File: config.mk
export PLATFORM = sky130hd
export DESIGN_NAME = rx_detection_controller
export DESIGN_NICKNAME = d
export VERILOG_FILES = /design/src/rtl/rx_ctrl_pkg.sv /design/src/rtl/rx_sample_counter.sv /design/src/rtl/rx_detection_controller.sv
export SDC_FILE = /design/constraint.sdc
export NUM_CORES = 1
export LEC_CHECK = 0
export ABC_AREA = 1
export BUFFER_PORTS_ARGS = -buffer_cell sky130_fd_sc_hd__clkbuf_2
export CAP_MARGIN = 20
export CORE_MARGIN = 8
export CORE_UTILIZATION = 40
export DETAILED_ROUTE_END_ITERATION = 8
export PLACE_DENSITY = 0.62
export SYNTH_ARGS = -nofsm -noshare
export SYNTH_HDL_FRONTEND = slang
export SYNTH_HIERARCHICAL = 1
export SYNTH_SLANG_ARGS = --single-unit
File: constraint.sdc
create_clock -name crx_clk -period 3.7 [get_ports crx_clk]
set_input_delay 0.185 -clock crx_clk [delete_from_list [all_inputs] [get_ports crx_clk]]
set_output_delay 0.185 -clock crx_clk [all_outputs]
set_load 0.02 [all_outputs]
File: src/rtl/rx_ctrl_pkg.sv
// Shared types and constants for the receive detection controller.
package rx_ctrl_pkg;

  // Result and counter widths
  localparam int unsigned ValueW     = 41;
  localparam int unsigned SeqW       = 4;
  localparam int unsigned TimeW      = 32;
  localparam int unsigned CountW     = 16;
  localparam int unsigned SampleCntW = 32;

  // Default timing: 0.1 s echo blanking and 10 s listen window at 44.1 kHz
  localparam int unsigned DefHoldoffSamples = 4410;
  localparam int unsigned DefListenTimeout  = 441000;

  typedef enum logic [2:0] {
    StIdle,
    StListen,
    StReport,
    StRelease,
    StHoldoff
  } rx_state_e;

endpackage

File: src/rtl/rx_sample_counter.sv
// Sample-strobe counter with synchronous clear and an equality compare
// against a runtime limit. It stops at the limit, so it can never wrap.
module rx_sample_counter #(
  parameter int unsigned Width = 32
) (
  input  logic             clk_i,
  input  logic             rst_ni,
  input  logic             clear_i,
  input  logic             inc_i,
  input  logic [Width-1:0] limit_i,
  output logic             at_limit_o
);

  logic [Width-1:0] count_q, count_d;

  // Next count: clear wins over increment; increment only below the limit
  always_comb begin
    count_d = count_q;
    if (clear_i) begin
      count_d = '0;
    end else if (inc_i && (count_q < limit_i)) begin
      count_d = count_q + 1'b1;
    end
  end

  // Count register
  always_ff @(posedge clk_i or negedge rst_ni) begin
    if (!rst_ni) begin
      count_q <= '0;
    end else begin
      count_q <= count_d;
    end
  end

  assign at_limit_o = (count_q == limit_i);

endmodule

File: src/rtl/rx_detection_controller.sv
// Receive detection controller: arms the peak identifier, latches and reports
// detections or listen timeouts to the host, and blanks echoes afterwards.
module rx_detection_controller
  import rx_ctrl_pkg::*;
#(
  parameter int unsigned              HOLDOFF_SAMPLES = DefHoldoffSamples,
  parameter int unsigned              LISTEN_TIMEOUT  = DefListenTimeout,
  parameter logic signed [ValueW-1:0] MIN_PEAK        = '0
) (
  input  logic                     crx_clk,
  input  logic                     rrx_rst,
  input  logic                     istart,
  input  logic                     istop,
  input  logic                     icontinuous,
  input  logic                     inew_sample_trigger,
  input  logic                     ipeak_trigger,
  input  logic signed [ValueW-1:0] ipeak_value,
  input  logic [SeqW-1:0]          ipeak_seq,
  input  logic [TimeW-1:0]         ipeak_time,
  input  logic                     iack,
  output logic                     oen_peak,
  output logic                     oresult_acquired,
  output logic                     ovalid,
  output logic [ValueW-1:0]        ovalue,
  output logic [SeqW-1:0]          oseq,
  output logic [TimeW-1:0]         otime,
  output logic                     otimeout,
  output logic                     obusy,
  output logic [CountW-1:0]        odetect_count
);

  localparam logic [SampleCntW-1:0] HoldoffLimit = SampleCntW'(HOLDOFF_SAMPLES);
  localparam logic [SampleCntW-1:0] ListenLimit  = SampleCntW'(LISTEN_TIMEOUT);

  rx_state_e state_q, state_d;

  logic              discard_q, discard_d;
  logic              valid_q, valid_d;
  logic              timeout_q, timeout_d;
  logic [ValueW-1:0] value_q, value_d;
  logic [SeqW-1:0]   seq_q, seq_d;
  logic [TimeW-1:0]  time_q, time_d;
  logic [CountW-1:0] count_q, count_d;
  logic              en_q, en_d;
  logic              acq_q, acq_d;
  logic              busy_q, busy_d;

  logic                  cnt_clear;
  logic                  cnt_inc;
  logic                  cnt_at_limit;
  logic [SampleCntW-1:0] cnt_limit;

  // One counter serves both windows; the limit follows the state
  assign cnt_limit = (state_q == StHoldoff) ? HoldoffLimit : ListenLimit;

  rx_sample_counter #(
    .Width(SampleCntW)
  ) u_sample_counter (
    .clk_i     (crx_clk),
    .rst_ni    (rrx_rst),
    .clear_i   (cnt_clear),
    .inc_i     (cnt_inc),
    .limit_i   (cnt_limit),
    .at_limit_o(cnt_at_limit)
  );

  // Next-state and result logic; istop overrides everything
  always_comb begin
    state_d   = state_q;
    discard_d = discard_q;
    valid_d   = valid_q;
    timeout_d = timeout_q;
    value_d   = value_q;
    seq_d     = seq_q;
    time_d    = time_q;
    count_d   = count_q;
    cnt_clear = 1'b0;
    cnt_inc   = 1'b0;

    if (istop) begin
      state_d   = StIdle;
      valid_d   = 1'b0;
      timeout_d = 1'b0;
    end else begin
      unique case (state_q)
        StIdle: begin
          if (istart) begin
            state_d   = StListen;
            cnt_clear = 1'b1;
            count_d   = '0;
          end
        end
        StListen: begin
          cnt_inc = inew_sample_trigger;
          if (ipeak_trigger) begin
            if (ipeak_value >= MIN_PEAK) begin
              value_d   = ipeak_value;
              seq_d     = ipeak_seq;
              time_d    = ipeak_time;
              timeout_d = 1'b0;
              valid_d   = 1'b1;
              state_d   = StReport;
            end else begin
              discard_d = 1'b1;
              state_d   = StRelease;
            end
          end else if (cnt_at_limit) begin
            value_d   = '0;
            seq_d     = '0;
            time_d    = '0;
            timeout_d = 1'b1;
            valid_d   = 1'b1;
            state_d   = StReport;
          end
        end
        StReport: begin
          if (iack) begin
            valid_d   = 1'b0;
            discard_d = 1'b0;
            state_d   = StRelease;
            if (!timeout_q && (count_q != '1)) begin
              count_d = count_q + 1'b1;
            end
          end
        end
        StRelease: begin
          if (discard_q) begin
            // Discarded peak: resume the same listen window
            state_d = StListen;
          end else if (icontinuous) begin
            state_d   = StHoldoff;
            cnt_clear = 1'b1;
          end else begin
            state_d = StIdle;
          end
        end
        StHoldoff: begin
          if (cnt_at_limit) begin
            state_d   = StListen;
            cnt_clear = 1'b1;
          end else begin
            cnt_inc = inew_sample_trigger;
          end
        end
        default: state_d = StIdle;
      endcase
    end
  end

  // Registered status outputs decoded from the upcoming state
  always_comb begin
    en_d   = (state_d == StListen) || (state_d == StReport) || (state_d == StRelease);
    acq_d  = (state_d == StRelease);
    busy_d = (state_d != StIdle);
  end

  // State, result and output registers
  always_ff @(posedge crx_clk or negedge rrx_rst) begin
    if (!rrx_rst) begin
      state_q   <= StIdle;
      discard_q <= 1'b0;
      valid_q   <= 1'b0;
      timeout_q <= 1'b0;
      value_q   <= '0;
      seq_q     <= '0;
      time_q    <= '0;
      count_q   <= '0;
      en_q      <= 1'b0;
      acq_q     <= 1'b0;
      busy_q    <= 1'b0;
    end else begin
      state_q   <= state_d;
      discard_q <= discard_d;
      valid_q   <= valid_d;
      timeout_q <= timeout_d;
      value_q   <= value_d;
      seq_q     <= seq_d;
      time_q    <= time_d;
      count_q   <= count_d;
      en_q      <= en_d;
      acq_q     <= acq_d;
      busy_q    <= busy_d;
    end
  end

  assign oen_peak         = en_q;
  assign oresult_acquired = acq_q;
  assign ovalid           = valid_q;
  assign ovalue           = value_q;
  assign oseq             = seq_q;
  assign otime            = time_q;
  assign otimeout         = timeout_q;
  assign obusy            = busy_q;
  assign odetect_count    = count_q;

endmodule
* Word-level counts from Yosys, hierarchy flattened *
Cells that the tools add are included.

storage, ports and cells
  bits in registers = 134
  output and inout port bits = 98
  word-level logic and storage cells = 103

cells by class
  $add $sub $neg = 2
  magnitude comparators = 2
  eq/ne operators = 19
  multiplexer cells = 48
  bitwise operators = 1
  reductions and logical operators = 19

operators with widths
  operator                 count
  $mux W32                 5
  $mux W41                 3
  $mux W16                 3
  $ge A41 B1 Y1 const B    1
  $add A32 B1 Y32 const B  1
  $eq A32 B19 Y1           1
  $lt A32 B19 Y1           1
  $pmux W16 S2             1
  $mux W3                  8
  $mux W1                  19
  $mux W19                 1
  $add A16 B1 Y16 const B  1
  $ne A16 B16 Y1 const B   1
  $pmux W3 S5              1
  $eq A3 B2 Y1 const B     4
  $mux W4                  3
  $ne A2 B2 Y1 const B     5
  $reduce_and A5 Y1        2
  $reduce_bool A2 Y1       5
  $reduce_bool A3 Y1       3
  $ne A4 B4 Y1 const B     2
  $reduce_and A4 Y1        2
  $eq A3 B1 Y1 const B     2
  $pmux W1 S2              3
  other kinds (11)         13

* Depth between registers and ports, before layout *
Gate-level depths: netlist of run 1.

  depth after elaboration = 10
  gate-level depth with buffers = 20

* Hierarchy *
The synthesis of run 1 kept the hierarchy.

by module, submodules not included
  module                   instances  cells each  area an instance (µm²)
  rx_detection_controller  1          549         4581.9
  rx_sample_counter        1          513         3244.4

* Least setup slack after synthesis of run 1 *
Ideal clock, no wire load.

  kind = register to register
  start = register state_q[0]
  end = register u_sample_counter.count_q[11]
  library setup time = 0.118 ns
  arrival = 2.631 ns
  data required time = 3.582 ns
  path slack = 0.951 ns
  cell stages (with the launch flop) = 18
  path buffers = 1
  period minus slack after synthesis = 2.749 ns
  cells stage by stage = dfrtp_1 -> nor2_1 -> nand2_1 -> inv_1 -> inv_1 -> ha_1 -> nand2_1 -> nor2_1 -> nand4_1 -> and3b_1 -> inv_1 -> o21ai_0 -> nand2_1 -> a21oi_1 -> clkinv_1 -> clkbuf_1 -> nand4_1 -> nand2_1

RTL lines
  element                                                RTL line                        source
  start: declaration                                     rx_detection_controller.sv:35   rx_state_e state_q, state_d;
  start signal: assignment                               rx_detection_controller.sv:160  state_q <= StIdle;
  start signal: assignment                               rx_detection_controller.sv:172  state_q <= state_d;
  $eq A3 B3 Y1 (*)                                       rx_detection_controller.sv:54   assign cnt_limit = (state_q == StHoldoff) ? HoldoffLimit : ListenLimit;
  $mux W19 (*)                                           rx_detection_controller.sv:54
  named net cnt_limit[11]                                rx_detection_controller.sv:51   logic [SampleCntW-1:0] cnt_limit;
  $eq A32 B19 Y1 (*)                                     rx_sample_counter.sv:35         assign at_limit_o = (count_q == limit_i);
  named net cnt_at_limit                                 rx_detection_controller.sv:50   logic cnt_at_limit;
  $mux W1 (*)                                            rx_detection_controller.sv:138  if (cnt_at_limit) begin
  $pmux W1 S3 (*)                                        rx_detection_controller.sv:85   unique case (state_q)
  $mux W1 (*)                                            rx_detection_controller.sv:80   if (istop) begin
  named net cnt_clear                                    rx_detection_controller.sv:48   logic cnt_clear;
  $mux W32 / $reduce_bool A2 Y1 (equally long branches)  --
  end signal: assignment                                 rx_sample_counter.sv:31         count_q <= count_d;
  end: declaration                                       rx_sample_counter.sv:14         logic [Width-1:0] count_q, count_d;

The timed path passes the listed nets; every way through them passes the cells marked *.
A chain may end at the register's enable or synchronous reset.

* Worst setup path in the final report of run 1 *
  start = register state_q[0]
  end = register u_sample_counter.count_q[5]

on the way
  word-level cells in the longest chain between the ends = 8

ends and longest elaborated chain
  element                              RTL line                        source
  $eq A3 B3 Y1                         rx_detection_controller.sv:54
  $mux W19                             rx_detection_controller.sv:54
  named net cnt_limit[11]              rx_detection_controller.sv:51
  $eq A32 B19 Y1                       rx_sample_counter.sv:35
  named net cnt_at_limit               rx_detection_controller.sv:50
  $mux W1                              rx_detection_controller.sv:138
  $pmux W1 S2                          rx_detection_controller.sv:85
  $mux W1                              rx_detection_controller.sv:80
  named net cnt_inc                    rx_detection_controller.sv:49   logic cnt_inc;
  $logic_and A1 B1 Y1                  rx_sample_counter.sv:21         end else if (inc_i && (count_q < limit_i)) begin
  $reduce_bool A2 Y1 (no source line)  --

The timed path passes the listed nets, and every way through them passes these cells.

==> results of run 1 <==
per-stage QoR:
| step | std cells | total power, mW | instance area (sq um) | worst slack [ns] |
|---|---|---|---|---|
| 2_1_floorplan | 1082 | 2.34 | 7900 | 0.951 |
| 3_3_place_gp | 1497 | 2.73 | 9010 | 0.489 |
| 3_5_place_dp | 1497 | 2.73 | 9010 | 0.411 |
| 4_1_cts | 1602 | 4.53 | 10300 | 0.398 |
| 5_1_grt | 1602 | 4.74 | 10300 | 0.0752 |
| 6_report | 1602 | 4.50 | 10300 | 0.430 |
kinds of logic after synthesis:
kind of cell | after synthesis
adders and majority gates | 34
and+or+nand+nor | 685
xor gates and xnor gates | 19
buffers and inverters | 145
other | 2
DFF | 134
AOI/OAI and AO/OA | 43
area by class of cell:
class / instances / share of cell area, %
multi-input cells: 803 / 37.9
flip-flops and latches: 134 / 32.4
repair buffers: 265 / 16.9
clock buffers: 17 / 4.12
inverters: 103 / 3.74
well taps: 265 / 3.21
clock inverters: 15 / 1.69
cells in the mapped netlist, types with 5 or more instances:
library cell / n
nor2_1: 80
nor3_1: 5
buf_2: 15
ha_1: 34
a21o_1: 5
dfrtp_1: 134
clkinv_1: 7
xnor2_1: 11
nand4_1: 33
nand2_1: 385
clkbuf_1: 13
nand3b_1: 5
o21ai_0: 12
buf_6: 5
a21oi_1: 20
nand2_2: 5
nand3_1: 151
nor2_4: 5
xor2_1: 8
inv_2: 7
nor2_2: 10
buf_4: 8
inv_1: 89
sequential cells by signal, indices dropped and copies added (netlist names):
register / flops
obusy: 1
otimeout: 1
odetect_count: 16
otime: 32
discard_q: 1
ovalue: 41
ovalid: 1
oseq: 4
state_q: 3
u_sample_counter/count_q: 32
oresult_acquired: 1
oen_peak: 1
power by group through the flow:
stage | Clock [mW] | Sequential, mW | Combinational (mW)
after floorplan | 0 | 2.07 | 0.276
after global placement | 0 | 1.82 | 0.905
after detailed placement | 0 | 1.81 | 0.919
after CTS | 1.75 | 1.80 | 0.977
after global routing | 1.83 | 1.84 | 1.08
final | 1.71 | 1.81 | 0.978
metal layers:
metal,vias up,global-route usage (%),share of wire [%]
met5,-,0,0.055
met4,2,8.46,3.1
met3,56,6.65,6.9
met2,255,31.4,46
met1,3574,24.7,43
li1,3897,-,-
worst max-delay path, cell delays in order (launching register included):
cell and delay, ns:
dfrtp_1 0.42, nor2_1 0.14, nand2_1 0.21, inv_1 0.17, inv_1 0.06, ha_1 0.28
nand2_1 0.06, nor2_1 0.04, nand4_1 0.08, and3b_1 0.20, inv_1 0.07, nand3_1 0.07
a21oi_1 0.21, nand3b_1 0.10, nor2_1 0.10, nand2_1 0.09, a21oi_4 0.13, nand2_2 0.41
nand3_1 0.23, nand2_1 0.07
path summary, 6_finish.rpt:
| check | from | endpoint | slack (ns) | cells past startpoint |
|---|---|---|---|---|
| max | state_q[0] | u_sample_counter/count_q[5] | 0.43 | 19 |
| min | ipeak_time[23] | otime[23] | 0.01 | 3 |
| max reg2reg | state_q[0] | u_sample_counter/count_q[5] | 0.43 | 19 |
| min reg2reg | otime[12] | otime[12] | 0.48 | 2 |
| max in group asynchronous | rrx_rst | ovalid | 2.39 | 3 |
| min in group asynchronous | rrx_rst | ovalue[1] | 0.43 | 2 |
==> metrics.txt, run 1 <==
biggest area consumer among synthesized cells dfrtp_1; Max transition margin 36.8%; flop and latch count out of synthesis 134; number of global-route vias before repair 7784; unrepaired setup endpoints after global routing no; clock period minus worst slack 3.27 ns; leading cell type in the layout, fill and taps excluded nand2_1; CTS clk-pin slew, worst paths 0.07 ns; Chip Height 156 microns; Worst Clk Skew 0.0155 ns; summed negative setup slack over all endpoints 0 ns; power share of the sequential group 40.2%; Synth async-reset ratio 100%; largest voltage drop on the vdd net 0.298 mV; area share of and/or/nand/nor cells after synthesis 38.2%; number of core rows 51; Die Footprint 0.0243 sq mm; fraction of the mapped netlist area in compound gates 3.21%; period utilization 88.4%; clock root buffer master clkbuf_16; Final setup viols 0; number of antenna-violating nets in the routed design 0; Hold Fails Final Rpt 0; outcome completed; Resized cells post-CTS 0; global-route congestion overflow total 0; nature of the critical path startpoint register; Synth warnings 6; antenna fix cells 0; actual transition at the worst max-transition pin 0.948 ns; clock buffer depth 2; adder and majority gate portion of the synthesized area 5.44%; sequential standard cell area 0.00335 sq mm; layout overhead on the synthesized area 32.1%; first-pass GRT wire length 39300 microns; clock buffer count from CTS 17; synthesized netlist cell count 1062; insertion delay to the later sink of the worst-skew pair 0.43 ns; effective utilization at floorplan 40.5%; power per cell area 435 mW/mm^2; vias per inst 4.86; initial drt markers 361; DRC 0; TritonCTS clock tree yes; Yosys cell types 36; fraction of final layout cells with drive strength greater than 1 19.4%; Worst Path Required 4.01 ns; fill cell total of the finished layout 1817; number of enable-type register cells in the synthesized netlist 0; share of the synthesized area in the top cell type 42.8%; clock network fraction of design power 38.1%; xor/xnor share of the synthesized area 2.13%; arrival time at the worst endpoint 3.58 ns; sequential area share after synthesis 42.8%; Post-synth top flop dfrtp_1; type of the worst setup path register to register; number of levels in the clock H-tree 4; average footprint of a synthesized cell 7.37 sq um; Lkg Pwr 5.68 nW; width of the chip 156 microns; hold crit path type input pin to register; wire length per cell 14.8 microns; final layout net count 1443; top cells by area, synth dfrtp_1, nand2_1, nand3_1; total number of vias 7784; placer's final routability congestion estimate 0.872; Worst Setup End Kind register; multiplexer area fraction after synthesis 0%; half-perimeter wire length after detailed placement 15900 microns; Switching Power 1.58 mW; largest driver fanout on the critical path 32; cell-internal power 2.92 mW; most used cells in the layout excluding fill and tap cells nand2_1, clkbuf_2, nand3_1; dominant combinational cell family by area after synthesis simple AND/OR/NAND/NOR gates; quantity of hold-fixing buffers added after cts 73; number of clock sinks 134; netlist area before placement 0.00783 sq mm; initial antenna violation count 1; highest achievable clock rate 306 MHz; overall track demand over capacity in global routing 20.0%; final count of pins violating max slew 0; number of buffers inserted by post-CTS setup repair 0; worst hold slack 0.0115 ns; final wirelength 23700 microns; Switching Share 35.0%; Port Buffers 182; combinational share of power 21.7%; final design utilization 53.5%; footprint of the multi-input gates 0.00392 sq mm; maximum capacitance violations 0; placeable core region 0.0193 sq mm; pin count of the biggest net entering global routing 102; first-pass iteration count of the detailed router 5; num ports 183
(Power assumes the default switching activity.)
==> run 2, diff against run 1 <==
==> constraint.sdc (replaced) <==
create_clock -name crx_clk -period 3.7 [get_ports crx_clk]
set_input_delay 0 -clock crx_clk [delete_from_list [all_inputs] [get_ports crx_clk]]
set_output_delay 0 -clock crx_clk [all_outputs]
set_load 0.02 [all_outputs]
==> run 2 against run 1 <==
Power up 2.1%. Register-to-register slack worse by 0.10 ns. Global-route usage down 0.21 points. Worst hold slack better by 0.00085 ns. Final cell count up 0.44%. Critical path depth down 2. Sequential share of layout area down 0.30 points. Clock power up 6%. Wire length up 0.89%. Non-clock buffer count up 7. Die area unchanged.
==> metrics.txt, run 2 (synthesis results as in run 1) <==
outcome completed (unchanged); vias per inst 4.80 (was 4.86); initial drt markers 491 (was 361); Hold Fails Final Rpt 0 (unchanged); first-pass iteration count of the detailed router 5 (unchanged); register-to-register path setup slack 0.33 ns (was 0.43 ns); Max transition margin 47.8% (was 36.8%); nature of the critical path startpoint register (unchanged); DRC 0 (unchanged); Met2 Wirelength 11000 microns (about the same); post-route insts no fill 1609 (was 1602); number of core rows 51 (unchanged); CTS clk-pin slew, worst paths 0.06 ns (was 0.07 ns); actual transition at the worst max-transition pin 0.783 ns (was 0.948 ns); leading cell type in the layout, fill and taps excluded nand2_1 (unchanged); final wirelength 23900 microns (was 23700 microns); width of the chip 156 microns (unchanged); Die Footprint 0.0243 sq mm (unchanged); placer's final routability congestion estimate 0.868 (was 0.872); Worst Clk Skew 0.0131 ns (was 0.0155 ns); Lkg Pwr 5.71 nW (was 5.68 nW); final count of pins violating max slew 0 (unchanged); global-route congestion overflow total 0 (unchanged); highest achievable clock rate 296 MHz (was 306 MHz); sequential standard cell area 0.00335 sq mm (unchanged); largest driver fanout on the critical path 39 (was 32); power per cell area 440 mW/mm^2 (was 435 mW/mm^2); clock period minus worst slack 3.37 ns (was 3.27 ns); Overall Power 4.60 mW (was 4.50 mW); period utilization 91.2% (was 88.4%); Worst Path Required 4.06 ns (was 4.01 ns); TritonCTS clock tree yes (unchanged); most used cells in the layout excluding fill and tap cells nand2_1, clkbuf_2, nand3_1 (unchanged); num ports 183 (unchanged); clock root buffer master clkbuf_16 (unchanged); hold worst-path end state_q[2] (was otime[23]); number of antenna-violating nets in the routed design 0 (unchanged); clock buffer count from CTS 17 (unchanged); Worst Setup End Kind register (unchanged); initial antenna violation count 0 (was 1); number of levels in the clock H-tree 4 (unchanged); met3 WL post-DR 1780 microns (was 1640 microns); antenna fix cells 0 (unchanged); number of placed cells counting well taps 1496 (was 1497); max reg flops 41 (unchanged); met1 wire length 10400 microns (was 10300 microns); hold_sp icontinuous (was ipeak_time[23]); footprint of the multi-input gates 0.00392 sq mm (unchanged); wire length per cell 14.9 microns (was 14.8 microns); count of cells along the worst hold path 5 (was 3); number of clock sinks 134 (unchanged); start of the worst register-to-register path state_q[0] (unchanged); arrival time at the worst endpoint 3.73 ns (was 3.58 ns); maximum capacitance violations 0 (unchanged); total number of vias 7728 (was 7784); summed negative setup slack over all endpoints 0 ns (unchanged); fraction of final layout cells with drive strength greater than 1 19.3% (was 19.4%); number of global-route vias before repair 7562 (was 7784); largest voltage drop on the vdd net 0.283 mV (was 0.298 mV); insertion delay to the later sink of the worst-skew pair 0.43 ns (about the same); Chip Height 156 microns (unchanged); clock buffer depth 2 (unchanged); layout overhead on the synthesized area 33.3% (was 32.1%); effective utilization at floorplan 40.5% (unchanged); Final setup viols 0 (unchanged); final layout net count 1450 (was 1443); hold crit path type input pin to register (unchanged); placeable core region 0.0193 sq mm (unchanged); Port Buffers 182 (unchanged); reg2reg end ovalue[20] (was u_sample_counter/count_q[5]); half-perimeter wire length after detailed placement 15900 microns (about the same); pin count of the biggest net entering global routing 78 (was 102); type of the worst setup path register to register (unchanged); first-pass GRT wire length 38900 microns (was 39300 microns); unrepaired setup endpoints after global routing no (unchanged); fill cell total of the finished layout 1778 (was 1817); logic depth of the worst register-to-register path 17 (was 19); Max Used Layer met4 (was met5); overall track demand over capacity in global routing 19.8% (was 20.0%)
-- run 2: changes by cell type in the layout (fill, tap and decap cells not counted) --
cell	delta
clkinvlp_4	+1
bufinv_16	+2
clkinv_8	-3
clkinv_4	-1
buf_12	-1
inv_8	+1
clkbuf_16	+1
dlygate4sd3_1	+7
-- run 2: cell type report --
| type | instances | area share [%] |
|---|---|---|
| clock buffers | 17 | 4.08 |
| multi-input cells | 803 | 37.5 |
| repair buffers | 272 | 17.5 |
| inverters | 103 | 3.71 |
| flip-flops and latches | 134 | 32.1 |
| well taps | 265 | 3.18 |
| clock inverters | 15 | 1.88 |
-- run 2: repair_timing --
item | 4_1_cts | 5_1_grt
resized for setup | 0 | 0
hold endpoints to repair | 144 | 0
endpoints found under the setup margin | 0 | 1
buffers inserted | 0 | 0
hold buffers | 80 | 0
-- run 2: how the worst max path moves through the flow --
stage,from,cells after the start,end
after global routing,state_q[0],19,u_sample_counter/count_q[11]
after floorplan,state_q[0],17,u_sample_counter/count_q[11]
after CTS,state_q[0],17,ovalue[20]
after detailed placement,state_q[0],19,u_sample_counter/count_q[15]
final,state_q[0],17,ovalue[20]
after global placement,state_q[0],19,u_sample_counter/count_q[5]
-- run 2: per-layer routing --
layer | track usage (%) | vias to the layer above
met5 | 0 | -
met4 | 7.62 | 0
met3 | 6.43 | 41
met2 | 30.7 | 260
met1 | 25.1 | 3521
li1 | - | 3906
-- run 2: power breakdown --
| group | internal [mW] | switching [mW] |
|---|---|---|
| sequential | 1.68 | 0.129 |
| combinational | 0.339 | 0.644 |
| clock | 1.04 | 0.771 |
| total | 3.05 | 1.54 |
-- run 2: worst max-delay path, stage by stage, from the launching register on --
cell and delay [ns]:
dfrtp_1 0.41, nor2_1 0.15, nand2_1 0.21, inv_1 0.17, inv_1 0.06, ha_1 0.27
nand2_1 0.05, nor2_1 0.11, nand4_1 0.11, and3b_1 0.26, nor2_1 0.08, a21oi_2 0.14
nand2_1 0.12, nor2_4 0.21, buf_12 0.24, nand3_1 0.09, dlygate4sd3_1 0.56, nand2_1 0.06
-- run 2: per-stage QoR --
| stage | utilization (%) | hold WS (ns) | setup slack [ns] | instance area [sq um] |
|---|---|---|---|---|
| 2_1_floorplan | - | -0.296 | 0.951 | 7900 |
| 3_3_place_gp | 46.5 | 0.0504 | 0.487 | 8990 |
| 3_5_place_dp | 46.5 | 0.0615 | 0.353 | 8990 |
| 4_1_cts | 53.8 | 0.00247 | 0.293 | 10400 |
| 5_1_grt | 54.0 | 0.0361 | 0.0229 | 10400 |
| 6_report | 54.0 | 0.0123 | 0.326 | 10400 |
